File: config.mk
export PLATFORM = sky130hd
export DESIGN_NAME = evr_fifo_ctrl
export DESIGN_NICKNAME = d
export VERILOG_FILES = /design/src/rtl/evr_fifo_ctrl.sv
export SDC_FILE = /design/constraint.sdc
export NUM_CORES = 1
export LEC_CHECK = 0
export BUFFER_PORTS_ARGS = -buffer_cell sky130_fd_sc_hd__buf_2
export CAP_MARGIN = 20
export CORE_UTILIZATION = 50
export DETAILED_ROUTE_END_ITERATION = 8
export HOLD_SLACK_MARGIN = 0.15
export PLACE_DENSITY = 0.79
export SLEW_MARGIN = 10
export SYNTH_ARGS = -nofsm -noshare
export SYNTH_HDL_FRONTEND = slang
export SYNTH_SLANG_ARGS = --single-unit
File: constraint.sdc
create_clock -name clk -period 3.3 [get_ports clk]
set_input_delay 0.495 -clock clk [delete_from_list [all_inputs] [get_ports clk]]
set_output_delay 0.495 -clock clk [all_outputs]
set_load 0.02 [all_outputs]
File: src/rtl/evr_fifo_ctrl.sv
// evr_fifo_ctrl: EVR elastic FIFO sequencer (reset, prefill, run with level trim, fault recovery)
// clk/resetn: app clock, async active-low reset; ena/link_ready: enable and synchronized link-up
// delay_req/fifo_level: target and read-side occupancy; fifo_empty/fifo_full: FIFO flags
// fifo_rst/fifo_rd_en: FIFO control; fifo_inc/fifo_dec: one-cycle trim pulses
// status: 0 IDLE 1 RESET 2 FILL 3 RUN 4 FAULT; locked: in RUN within deadband; fault_cnt: saturating
module evr_fifo_ctrl #(
  parameter int LVL_W = 10,
  parameter int RST_CYCLES = 16,
  parameter int TOL = 2,
  parameter int SETTLE = 256,
  parameter int FILL_TIMEOUT = 4096
) (
  input  logic             clk,
  input  logic             resetn,
  input  logic             ena,
  input  logic             link_ready,
  input  logic [LVL_W-1:0] delay_req,
  input  logic [LVL_W-1:0] fifo_level,
  input  logic             fifo_empty,
  input  logic             fifo_full,
  output logic             fifo_rst,
  output logic             fifo_rd_en,
  output logic             fifo_inc,
  output logic             fifo_dec,
  output logic [2:0]       status,
  output logic             locked,
  output logic [7:0]       fault_cnt
);
  localparam int CW = $clog2(FILL_TIMEOUT > RST_CYCLES ? FILL_TIMEOUT : RST_CYCLES) + 1;
  localparam int SW = $clog2(SETTLE + 1);
  localparam logic [LVL_W:0] TV = (LVL_W+1)'(TOL);
  typedef enum logic [2:0] {IDLE = 3'd0, RST = 3'd1, FILL = 3'd2, RUN = 3'd3, FAULT = 3'd4} state_t;
  state_t state, nxt;
  logic [CW-1:0] cnt, cnt_d;
  logic [SW-1:0] settle, settle_d;
  logic [LVL_W:0] lvl, req;
  logic hi, lo, inc_d, dec_d;
  assign lvl = {1'b0, fifo_level};
  assign req = {1'b0, delay_req};
  assign hi = lvl > req + TV;
  assign lo = lvl + TV < req;
  assign status = state;
  always_comb begin
    nxt = state;
    settle_d = settle;
    case (state)
      IDLE:  nxt = RST;
      RST:   nxt = cnt == CW'(RST_CYCLES - 1) ? FILL : RST;
      FILL: begin
        if (fifo_full) nxt = FAULT;
        else if (fifo_level >= delay_req) begin
          nxt = RUN;
          settle_d = SW'(SETTLE);
        end else if (cnt == CW'(FILL_TIMEOUT - 1)) nxt = FAULT;
      end
      RUN: begin
        nxt = fifo_empty || fifo_full ? FAULT : RUN;
        settle_d = fifo_inc || fifo_dec ? SW'(SETTLE) : settle != '0 ? settle - SW'(1) : settle;
      end
      FAULT: nxt = RST;
      default: nxt = IDLE;
    endcase
    if (!ena || !link_ready) nxt = IDLE;
    cnt_d = nxt == state ? cnt + CW'(1) : '0;
    // pulses are registered, so decide on the cycle the settle counter is about to reach 0
    inc_d = nxt == RUN && settle_d == '0 && lo;
    dec_d = nxt == RUN && settle_d == '0 && hi;
  end
  always_ff @(posedge clk or negedge resetn) begin
    if (!resetn) begin
      state      <= IDLE;
      cnt        <= '0;
      settle     <= '0;
      fifo_rst   <= 1'b1;
      fifo_rd_en <= 1'b0;
      fifo_inc   <= 1'b0;
      fifo_dec   <= 1'b0;
      locked     <= 1'b0;
      fault_cnt  <= '0;
    end else begin
      state      <= nxt;
      cnt        <= cnt_d;
      settle     <= settle_d;
      fifo_rst   <= nxt != FILL && nxt != RUN;
      fifo_rd_en <= nxt == RUN && !inc_d;
      fifo_inc   <= inc_d;
      fifo_dec   <= dec_d;
      locked     <= nxt == RUN && !hi && !lo;
      fault_cnt  <= fault_cnt + {7'd0, nxt == FAULT && fault_cnt != 8'hff};
    end
  end
endmodule

# ---- After elaboration in Yosys (flattened, before gate mapping)
# Index checks and enable logic that the tools add are counted.
dict set report op_classes {
  n_addsub 5
  mux 13
  magnitude_cmp 3
  n_reduce_logical 20
  n_eq_ne 12
}
# op count
set op_table {}
lappend op_table {{$mux W9} 4}
lappend op_table {{$add A10 B2 Y11 const B} 2}
lappend op_table {{$pmux W9 S2} 1}
lappend op_table {{$mux W3} 5}
lappend op_table {{$add A13 B1 Y13 const B} 1}
lappend op_table {{$eq A13 B12 Y1 const B} 1}
lappend op_table {{$eq A13 B4 Y1 const B} 1}
lappend op_table {{$mux W13} 1}
lappend op_table {{$pmux W3 S4} 1}
lappend op_table {{$gt A10 B11 Y1} 1}
lappend op_table {{$lt A11 B10 Y1} 1}
lappend op_table {{$ge A10 B10 Y1} 1}
lappend op_table {{$eq A3 B2 Y1 const B} 3}
lappend op_table {{$logic_not A9 Y1} 1}
lappend op_table {{$reduce_bool A9 Y1} 1}
lappend op_table {{$sub A9 B1 Y9 const B} 1}
lappend op_table {{$add A8 B1 Y8} 1}
lappend op_table {{$logic_and A1 B1 Y1} 8}
lappend op_table {{$ne A8 B8 Y1 const B} 1}
lappend op_table {{$eq A3 B3 Y1 const B} 2}
lappend op_table {{$ne A3 B2 Y1 const B} 2}
lappend op_table {{$logic_not A1 Y1} 5}
lappend op_table {{$eq A3 B1 Y1 const B} 1}
lappend op_table {{$eq A3 B3 Y1} 1}
lappend op_table {{other kinds (4)} 6}
dict set report word_totals {
  word_cells 62
  reg_bits 38
}

# ---- Depth between registers and ports, before layout
# Gate-level depths: netlist of run 1.
dict set report logic_depth {
  word_depth 11
  depth_mapped 12
  depth_no_buf 12
}

# ---- Worst setup path after synthesis of run 1
# No wires, ideal clock.
dict set report synth_timing {
  kind {input to register}
  from {in delay_req[7]}
  to {reg fault_cnt[6]}
  path_stages 12
  arrival_time_ns 2.766
  path_slack_ns 0.404
  cell_sequence {inv_1 > ha_1 > a211oi_2 > nor2_1 > a311oi_4 > a41oi_1 > a211oi_1 > and3_1 > ha_1 > ha_1 > nand2_1 > xnor2_1}
}
dict set report synth_between {
  elab_chain_cells 8
}
# element line
set synth_rtl {}
lappend synth_rtl {{start: declaration} 17} ;# input logic [LVL_W-1:0] delay_req,
lappend synth_rtl {{$ge A10 B10 Y1} 51} ;# else if (fifo_level >= delay_req) begin
lappend synth_rtl {{$mux W3} 51}
lappend synth_rtl {{$mux W3} 50} ;# if (fifo_full) nxt = FAULT;
lappend synth_rtl {{$pmux W3 S4} 46} ;# case (state)
lappend synth_rtl {{$mux W3} 63} ;# if (!ena || !link_ready) nxt = IDLE;
lappend synth_rtl {{net nxt[2]} 33} ;# state_t state, nxt;
lappend synth_rtl {{$eq A3 B3 Y1} 89} ;# fault_cnt <= fault_cnt + {7'd0, nxt == FAULT && fault_cnt != 8'hff};
lappend synth_rtl {{$logic_and A1 B1 Y1} 89}
lappend synth_rtl {{$add A8 B1 Y8} 89}
lappend synth_rtl {{end signal: assignment} 89}
lappend synth_rtl {{end: declaration} 27} ;# output logic [7:0] fault_cnt
# The timed path passes the listed nets, and every way through them passes these cells.

# ---- Final worst setup path of run 1
dict set report layout_timing {
  from {reg cnt[0]}
  to {reg fault_cnt[4]}
}
dict set report layout_between {
  elab_chain_cells 9
}
# element line
set layout_rtl {}
lappend layout_rtl {{start: declaration} 34} ;# logic [CW-1:0] cnt, cnt_d;
lappend layout_rtl {{start signal: assignment} 82} ;# cnt <= cnt_d;
lappend layout_rtl {{$eq A13 B12 Y1} 54} ;# end else if (cnt == CW'(FILL_TIMEOUT - 1)) nxt = FAULT;
lappend layout_rtl {{$mux W3} 54}
lappend layout_rtl {{$mux W3} 51}
lappend layout_rtl {{$mux W3} 50}
lappend layout_rtl {{$pmux W3 S4} 46}
lappend layout_rtl {{$mux W3} 63}
lappend layout_rtl {{net nxt[2]} 33}
lappend layout_rtl {{$eq A3 B3 Y1} 89}
lappend layout_rtl {{$logic_and A1 B1 Y1} 89}
lappend layout_rtl {{$add A8 B1 Y8} 89}
# The timed path passes the listed nets, and every way through them passes these cells.

==> out/metrics.cfg, run 1 <==
[global_routing]
grt_usage = 0.2264
grt_max_degree = 39
grt_pass1_vias = 2509
grt_pass1_wl_mm = 11.18
grt_antenna_before_repair = 0
grt_overflow = 0

[min_path]
hold_path_class = input port to asynchronous set/reset pin

[critical_path]
path_delay_family = simple AND/OR/NAND/NOR gates
slowest_delay_ns = 0.43
end_kind = flip-flop
start_kind = flip-flop
path_cells = ha_1 > and3_1 > nand3_1 > nor4_2 > a41oi_1 > a211oi_1 > and3_1 > ha_1 > ha_1 > nand2_1 > xnor2_1
slowest_stage = a211oi_1
worstPathArrival_ns = 3.16
cp.required_ns = 3.48
path_buf_inv = 0
crit_fanout = 5
path_class = flip-flop to flip-flop
cp_common_cell = ha_1

[clocking]
cts_resized = 0
cts_root_buf = clkbuf_8
cts_made_buffers = 5
numClockSinks = 38
clkLatencyLatePin_ns = 0.29
cts_setup_buffers = 0
h-tree-depth = 2
clk_pin_slew_ns = 0.08
cts_hold_buf = 0
tritoncts = yes
clock_path_buffers = 2

[layout]
finalNonFillerCells = 446
multi_input_area_sq_um = 1943
n_fill_cell = 486
area_delta_synth_final_pct = 12.81
nets = 433
diodes = 0
layout-drive-gt1-share = 0.2032
regArea_sq_um = 952.2

[timing]
rsz0062_at_grt = false
setup_violations = 0
fin_setup_tns_ns = 0
finalClockSkew_ns = 0.007582
finalCritPeriodShare = 0.9014
finalHoldViolCount = 0
period_needed_ns = 2.975
maxSlewViolCount = 0
setup_ws_ns = 0.3253
max_slew_margin = 0.4082
tightest_slew_ns = 0.8834
holdWs_ns = 0.2913
timing.fmax_ghz = 0.3362

[yosys]
async_flop_share = 1.000
synth_area_sq_um = 2998
synth.distinct_cells = 61
synthCells = 324
synth_nets = 384
synth-seq-cells = 38
synth_edf_count = 0
syn_avg_cell_area_sq_um = 9.253
ys.flop_type = dfrtp_1
yosysWarnings = 0
yosysSeqAreaShare = 0.3176

[detailed_routing]
ant_nets = 0
post-route-drc-count = 0
vias_per_cell = 5.890
dr.first_iter.drc_count = 161
wire_per_inst_um = 14.74
drt_first_pass_iters = 4
wirelength_mm = 6.572
vias = 2627

[die]
dieHeight_um = 79.43
core_area_sq_um = 5642
io_pins = 42
dieArea_sq_um = 6309
start_util = 0.5314
placementRows = 27
dieWidth_um = 79.43

[power_and_ir_drop]
p_per_area_nw_per_um2 = 297.5
p_leak_uw = 0.001624
peakVddDrop_mv = 0.2102
power_uw = 1006

[outcome]
status = completed

[placement]
finalWeightedCongestion = 0.9350
dp_cells = 438
pre_cts_ws_ns = 0.1247
dp_hpwl_mm = 5.207
io_buffers = 41

[flow_run]
cap_violations = 0

metal layers:
| metal | GRT usage | up-vias | wire, um |
|---|---|---|---|
| li1 | - | 1295 | - |
| met1 | 0.2857 | 1222 | 2840 |
| met2 | 0.3838 | 99 | 3181 |
| met3 | 0.03543 | 11 | 409 |
| met4 | 0.09091 | 0 | 142 |
| met5 | 0 | - | 0 |
cells in the mapped netlist, drive strengths merged, types with 3 or more instances:
cell,n,area share
nand3,21,0.035
dfrtp,37,0.31
o21a,4,0.010
nor2,24,0.030
xnor2,24,0.073
a31oi,3,0.0063
xor2,8,0.023
nand4,6,0.013
nor3,22,0.056
buf,3,0.0079
a41oi,3,0.0088
a211oi,4,0.012
o21ai,13,0.023
inv,21,0.026
ha,34,0.14
o211ai,4,0.010
and2,3,0.0063
a21oi,11,0.020
nor4,6,0.015
nand2,19,0.024
a21o,5,0.013
nand2b,5,0.010
and3,9,0.019
stage by stage:
stage | cell area (sq um) | util
final | 3382 | 0.5995
after global routing | 3382 | 0.5995
after CTS | 3382 | 0.5995
after detailed placement | 3299 | 0.5848
after global placement | 3299 | 0.5848
after floorplan | 2998 | -
sequential cells by signal (all words and copies together) (netlist names):
signal and cells:
fifo_rst 1, cnt 13, locked 1, fifo_dec 1, settle 9, fault_cnt 8
fifo_rd_en 1, status 3, fifo_inc 1
layout by cell type, fill, tap and decap left out, types with 4 or more instances in the layout:
cell / Yosys / layout
nand2b_1: 5 / 5
o21a_1: 4 / 4
nor2_1: 24 / 24
nor4_1: 5 / 5
dfrtp_1: 37 / 37
ha_1: 34 / 34
o211ai_1: 4 / 4
nor3_1: 12 / 12
and3_1: 9 / 9
inv_1: 21 / 21
a21oi_1: 10 / 10
buf_4: 1 / 4
nor3_2: 9 / 9
nand3_1: 21 / 21
a21o_1: 5 / 5
clkbuf_8: 0 / 5
o21ai_0: 12 / 12
buf_2: 1 / 41
nand4_1: 6 / 6
nand2_1: 19 / 19
xnor2_1: 23 / 23
xor2_1: 8 / 8
final timing paths:
path	startpoint	endpoint	slack, ns	cells after the start
setup / recovery	cnt[0]$_DFF_PN0_	fault_cnt[4]$_DFF_PN0_	0.33	11
hold / removal	resetn	settle[2]$_DFF_PN0_	0.29	1
setup reg to reg	cnt[0]$_DFF_PN0_	fault_cnt[4]$_DFF_PN0_	0.33	11
hold reg to reg	fault_cnt[5]$_DFF_PN0_	fault_cnt[5]$_DFF_PN0_	0.50	1
max in group asynchronous	resetn	settle[0]$_DFF_PN0_	2.50	1
min in group clk	link_ready	status[0]$_DFF_PN0_	0.48	3
cells by family (layout without fill, tap and decap cells):
| group | count (synthesis) | count (layout) | share of synthesized area |
|---|---|---|---|
| AND/OR/NAND/NOR | 132 | 132 | 0.2538 |
| AO/OA/AOI/OAI | 63 | 63 | 0.1532 |
| flip-flops | 38 | 38 | 0.3176 |
| adder cells (fa/ha/maj) | 34 | 34 | 0.1419 |
| XOR/XNOR | 32 | 32 | 0.09599 |
| buffers and inverters | 24 | 74 | 0.03422 |
| multiplexers | 1 | 1 | 0.003339 |
layout make-up:
class,instances,share of cell area
clock inverters,2,0.002960
inverters,21,0.02331
well taps,72,0.02664
repair buffers,45,0.06955
flip-flops and latches,38,0.2815
multi-input cells,262,0.5745
clock buffers,6,0.02146
report_power, final:
group	internal (uW)	switching, uW
sequential	482	17.8
clock	146	159
combinational	88.4	112
Note: power is estimated with default switching activity, not from simulation.
==> inputs of run 2 (changes only) <==
- CORE_ASPECT_RATIO: unset -> 0.9
==> out/metrics.cfg, run 2 (same netlist as run 1, synthesis figures left out) <==
[clocking]
cts_setup_buffers = 0
clock_path_buffers = 2
cts_made_buffers = 5
cts_hold_buf = 0
cts_resized = 0
tritoncts = yes
cts_root_buf = clkbuf_8
h-tree-depth = 2
clk_pin_slew_ns = 0.08
clkLatencyLatePin_ns = 0.30
numClockSinks = 38

[power_and_ir_drop]
pwr-share-clk = 0.367
p_int_uw = 793.5
p_leak_uw = 0.001620
power_frac_seq = 0.453
p_per_area_nw_per_um2 = 325.3
pwr-share-comb = 0.180
swShare = 0.2816
peakVddDrop_mv = 0.2259
p_sw_uw = 311.0

[placement]
finalWeightedCongestion = 0.9166
dp_hpwl_mm = 5.254
io_buffers = 41
pre_cts_ws_ns = 0.1326

[layout]
layout_commonest_cell = buf_2
final_cell_mix = 41 x buf_2, 37 x dfrtp_1, 34 x ha_1
top_register = cnt
reg_top3 = cnt x13, settle x9, fault_cnt x8
diodes = 0
nets = 431
layout-drive-gt1-share = 0.2016
largest_reg_flops = 13
area_delta_synth_final_pct = 13.27
n_fill_cell = 503

[critical_path]
end_kind = flip-flop
cp.required_ns = 3.43
rr_endpoint = cnt[12]$_DFF_PN0_
rrSetupSlack_ns = 0.33
worstPathArrival_ns = 3.10
startpoint = cnt[0]$_DFF_PN0_
path_class = flip-flop to flip-flop
crit_fanout = 13
setup.worst_path.end = cnt[12]$_DFF_PN0_
worstReg2RegStart = cnt[0]$_DFF_PN0_
rr_worst_depth = 8
start_kind = flip-flop

[die]
dieHeight_um = 75.46
dieWidth_um = 83.62
start_util = 0.5236
core_area_sq_um = 5725
placementRows = 26
dieArea_sq_um = 6310
io_pins = 42

[timing]
setup_ws_ns = 0.3335
tightest_slew_ns = 0.9378
maxSlewViolCount = 0
period_needed_ns = 2.967
finalCritPeriodShare = 0.8989
finalHoldViolCount = 0
timing.fmax_ghz = 0.3371
rsz0062_at_grt = false
fin_setup_tns_ns = 0
setup_violations = 0
max_slew_margin = 0.3717
finalClockSkew_ns = 0.009786

[detailed_routing]
wirelength_mm = 6.715
post-route-drc-count = 0
vias_per_cell = 5.925
wire_per_inst_um = 15.19
drt_first_pass_iters = 4
vias = 2619
dr.first_iter.drc_count = 136
ant_nets = 0

[min_path]
hold_path_class = input port to asynchronous set/reset pin

[flow_run]
cap_violations = 0

[global_routing]
grt_pass1_vias = 2359
grt_usage = 0.2181
grt_max_degree = 39
grt_pass1_wl_mm = 10.92
grt_overflow = 0
grt_antenna_before_repair = 0

[outcome]
status = completed

==> run 2: changes by cell type in the layout (fill, tap and decap cells not counted), sizes merged <==
cell / delta
buf: -2
bufinv: +1
clkbuf: -1
clkinv: -2
clkinvlp: +2
==> run 2: metrics by stage <==
step	utilization	instance area, sq um	hold WS [ns]	std cells	power, uW
2_1_floorplan	-	2998	0.1994	324	637.8
3_3_place_gp	0.5732	3282	0.4710	434	699.7
3_5_place_dp	0.5732	3282	0.4824	434	706.9
4_1_cts	0.5931	3396	0.3295	442	1106
5_1_grt	0.5931	3396	0.3545	442	1163
6_report	0.5931	3396	0.2878	442	1105
==> run 2: area by class of cell <==
cell class | instances | area, sq um | area share
multi-input combinational | 262 | 1943 | 0.5722
sequential | 38 | 952.2 | 0.2804
timing repair buffer | 43 | 220.2 | 0.06485
inverter | 21 | 78.83 | 0.02321
tap | 70 | 87.58 | 0.02579
clock inverter | 3 | 45.04 | 0.01326
clock buffer | 5 | 68.82 | 0.02027
==> run 2: how the worst min path moves through the flow <==
stage	from	end	cells after the start
final	resetn	settle[5]$_DFF_PN0_	1
after global routing	resetn	settle[0]$_DFF_PN0_	1
after CTS	resetn	settle[0]$_DFF_PN0_	1
after detailed placement	fault_cnt[3]$_DFF_PN0_	fault_cnt[3]$_DFF_PN0_	1
after global placement	fault_cnt[3]$_DFF_PN0_	fault_cnt[3]$_DFF_PN0_	1
after floorplan	resetn	cnt[0]$_DFF_PN0_	0
==> run 2: critical path, cell delays in order, from the launching register on <==
cell	delay [ns]
dfrtp_1	0.40
ha_1	0.19
and3_1	0.23
and4_1	0.23
or4b_2	0.60
nand2_1	0.15
o21ai_2	0.13
xnor2_2	0.74
nor3_1	0.14
==> run 2: power by group through the flow <==
stage | sequential (uW) | clock [uW] | combinational [uW]
floorplan | 506 | 0 | 132
global placement | 508 | 0 | 191
detailed placement | 509 | 0 | 198
CTS | 500 | 407 | 199
global route | 503 | 433 | 227
finish | 500 | 406 | 199
==> run 2: routing by layer <==
metal	global-route usage	routed length, um	up-vias
met5	0	0	-
met4	0.05085	92	0
met3	0.05525	261	10
met2	0.3604	3125	61
met1	0.2926	3236	1263
li1	-	-	1285
==> inputs of run 3 (changes only) <==
- clock period: 3.3 -> 3.35 ns (I/O delays scaled with it)
==> out/metrics.cfg, run 3 (same netlist as run 1, synthesis figures left out) <==
[global_routing]
grt_pass1_wl_mm = 11.27
grt_antenna_before_repair = 0
grt_max_degree = 39
grt_usage = 0.2255
grt_pass1_vias = 2433
grt_overflow = 0

[timing]
rsz0062_at_grt = false
max_slew_margin = 0.3736
tightest_slew_ns = 0.9350
finalHoldViolCount = 0
timing.fmax_ghz = 0.3281
fin_setup_tns_ns = 0
maxSlewViolCount = 0
finalClockSkew_ns = 0.005484
setup_violations = 0
finalCritPeriodShare = 0.9097
period_needed_ns = 3.047

[critical_path]
path_buf_inv = 0
cp.required_ns = 3.54
start_kind = flip-flop
path_cells = ha_1 > and3_1 > nand3_1 > nor4_2 > a41oi_1 > a211oi_1 > and3_1 > ha_1 > ha_1 > nand2_1 > xnor2_1
path_class = flip-flop to flip-flop
cp_common_cell = ha_1
end_kind = flip-flop
worstPathArrival_ns = 3.23
slowest_delay_ns = 0.46
crit_fanout = 5
path_delay_family = simple AND/OR/NAND/NOR gates
slowest_stage = a211oi_1

[detailed_routing]
vias = 2586
drt_first_pass_iters = 5
dr.first_iter.drc_count = 148
wirelength_mm = 6.814
wire_per_inst_um = 15.42
vias_per_cell = 5.851
ant_nets = 0
post-route-drc-count = 0

[power_and_ir_drop]
p_leak_uw = 0.001637
p_int_uw = 858.7
p_sw_uw = 304.4
peakVddDrop_mv = 0.2827
p_per_area_nw_per_um2 = 340.1
pwr-share-clk = 0.406
power_frac_seq = 0.423
pwr-share-comb = 0.170
swShare = 0.2617

[layout]
stdcell_area_sq_um = 3420
top_register = cnt
diodes = 0
layout-drive-gt1-share = 0.2016
n_fill_cell = 498
area_delta_synth_final_pct = 14.07
post-route-util = 0.5972
reg_top3 = cnt x13, settle x9, fault_cnt x8
layout_commonest_cell = buf_2
nets = 431
largest_reg_flops = 13
final_cell_mix = 41 x buf_2, 37 x dfrtp_1, 34 x ha_1

[die]
placementRows = 26
dieWidth_um = 83.62
start_util = 0.5236
io_pins = 42
dieHeight_um = 75.46
dieArea_sq_um = 6310
core_area_sq_um = 5725

[placement]
finalWeightedCongestion = 0.9123
io_buffers = 41
dp_hpwl_mm = 5.284
place_area_sq_um = 3282

[flow_run]
cap_violations = 0

[clocking]
numClockSinks = 38
cts_root_buf = clkbuf_8
clk_pin_slew_ns = 0.08
cts_setup_buffers = 0
h-tree-depth = 2
cts_resized = 0
cts_hold_buf = 0
tritoncts = yes
clkLatencyLatePin_ns = 0.30
clock_path_buffers = 2
cts_made_buffers = 5

[min_path]
hold_path_class = input port to asynchronous set/reset pin

[outcome]
status = completed

-- run 3: power by group through the flow --
stage	Combinational, uW	Clock (uW)	Sequential [uW]
finish	198	473	492
global route	226	504	496
floorplan	130	0	498
CTS	199	478	492
detailed placement	198	0	501
global placement	188	0	501
-- run 3: path summary, 6_finish.rpt --
kind / from / slack, ns / cells past startpoint / endpoint
setup / recovery: cnt[0]$_DFF_PN0_ / 0.30 / 11 / fault_cnt[6]$_DFF_PN0_
hold / removal: resetn / 0.30 / 1 / settle[5]$_DFF_PN0_
setup reg to reg: cnt[0]$_DFF_PN0_ / 0.30 / 11 / fault_cnt[6]$_DFF_PN0_
hold reg to reg: fault_cnt[3]$_DFF_PN0_ / 0.49 / 1 / fault_cnt[3]$_DFF_PN0_
max in group asynchronous: resetn / 2.53 / 1 / cnt[5]$_DFF_PN0_
min in group clk: link_ready / 0.49 / 3 / status[0]$_DFF_PN0_
-- run 3: routing by layer --
metal  part of all wire  up-vias  wire length, um  track usage
li1                   -     1289                -            -
met1               0.47     1216             3202       0.3030
met2               0.47       73             3203       0.3704
met3              0.048        8              327      0.04875
met4              0.012        0               82      0.07156
met5                  0        -                0            0
-- run 3: cell type report --
| cell class | count | area (sq um) | area share |
|---|---|---|---|
| Inverter | 21 | 78.83 | 0.02305 |
| Clock inverter | 3 | 68.82 | 0.02012 |
| Tap cell | 70 | 87.58 | 0.02561 |
| Timing Repair Buffer | 43 | 220.2 | 0.06440 |
| Sequential cell | 38 | 952.2 | 0.2784 |
| Clock buffer | 5 | 68.82 | 0.02012 |
| Multi-Input combinational cell | 262 | 1943 | 0.5682 |
-- run 3: metrics by stage --
step,setup slack [ns],instances,hold WS (ns),total power (uW)
floorplan,0.4463,324,0.2069,628.3
global placement,0.3041,434,0.4733,689.0
detailed placement,0.1270,434,0.4775,698.7
CTS,0.3604,442,0.3404,1169
global route,0.09133,442,0.3798,1227
finish,0.3025,442,0.3023,1163
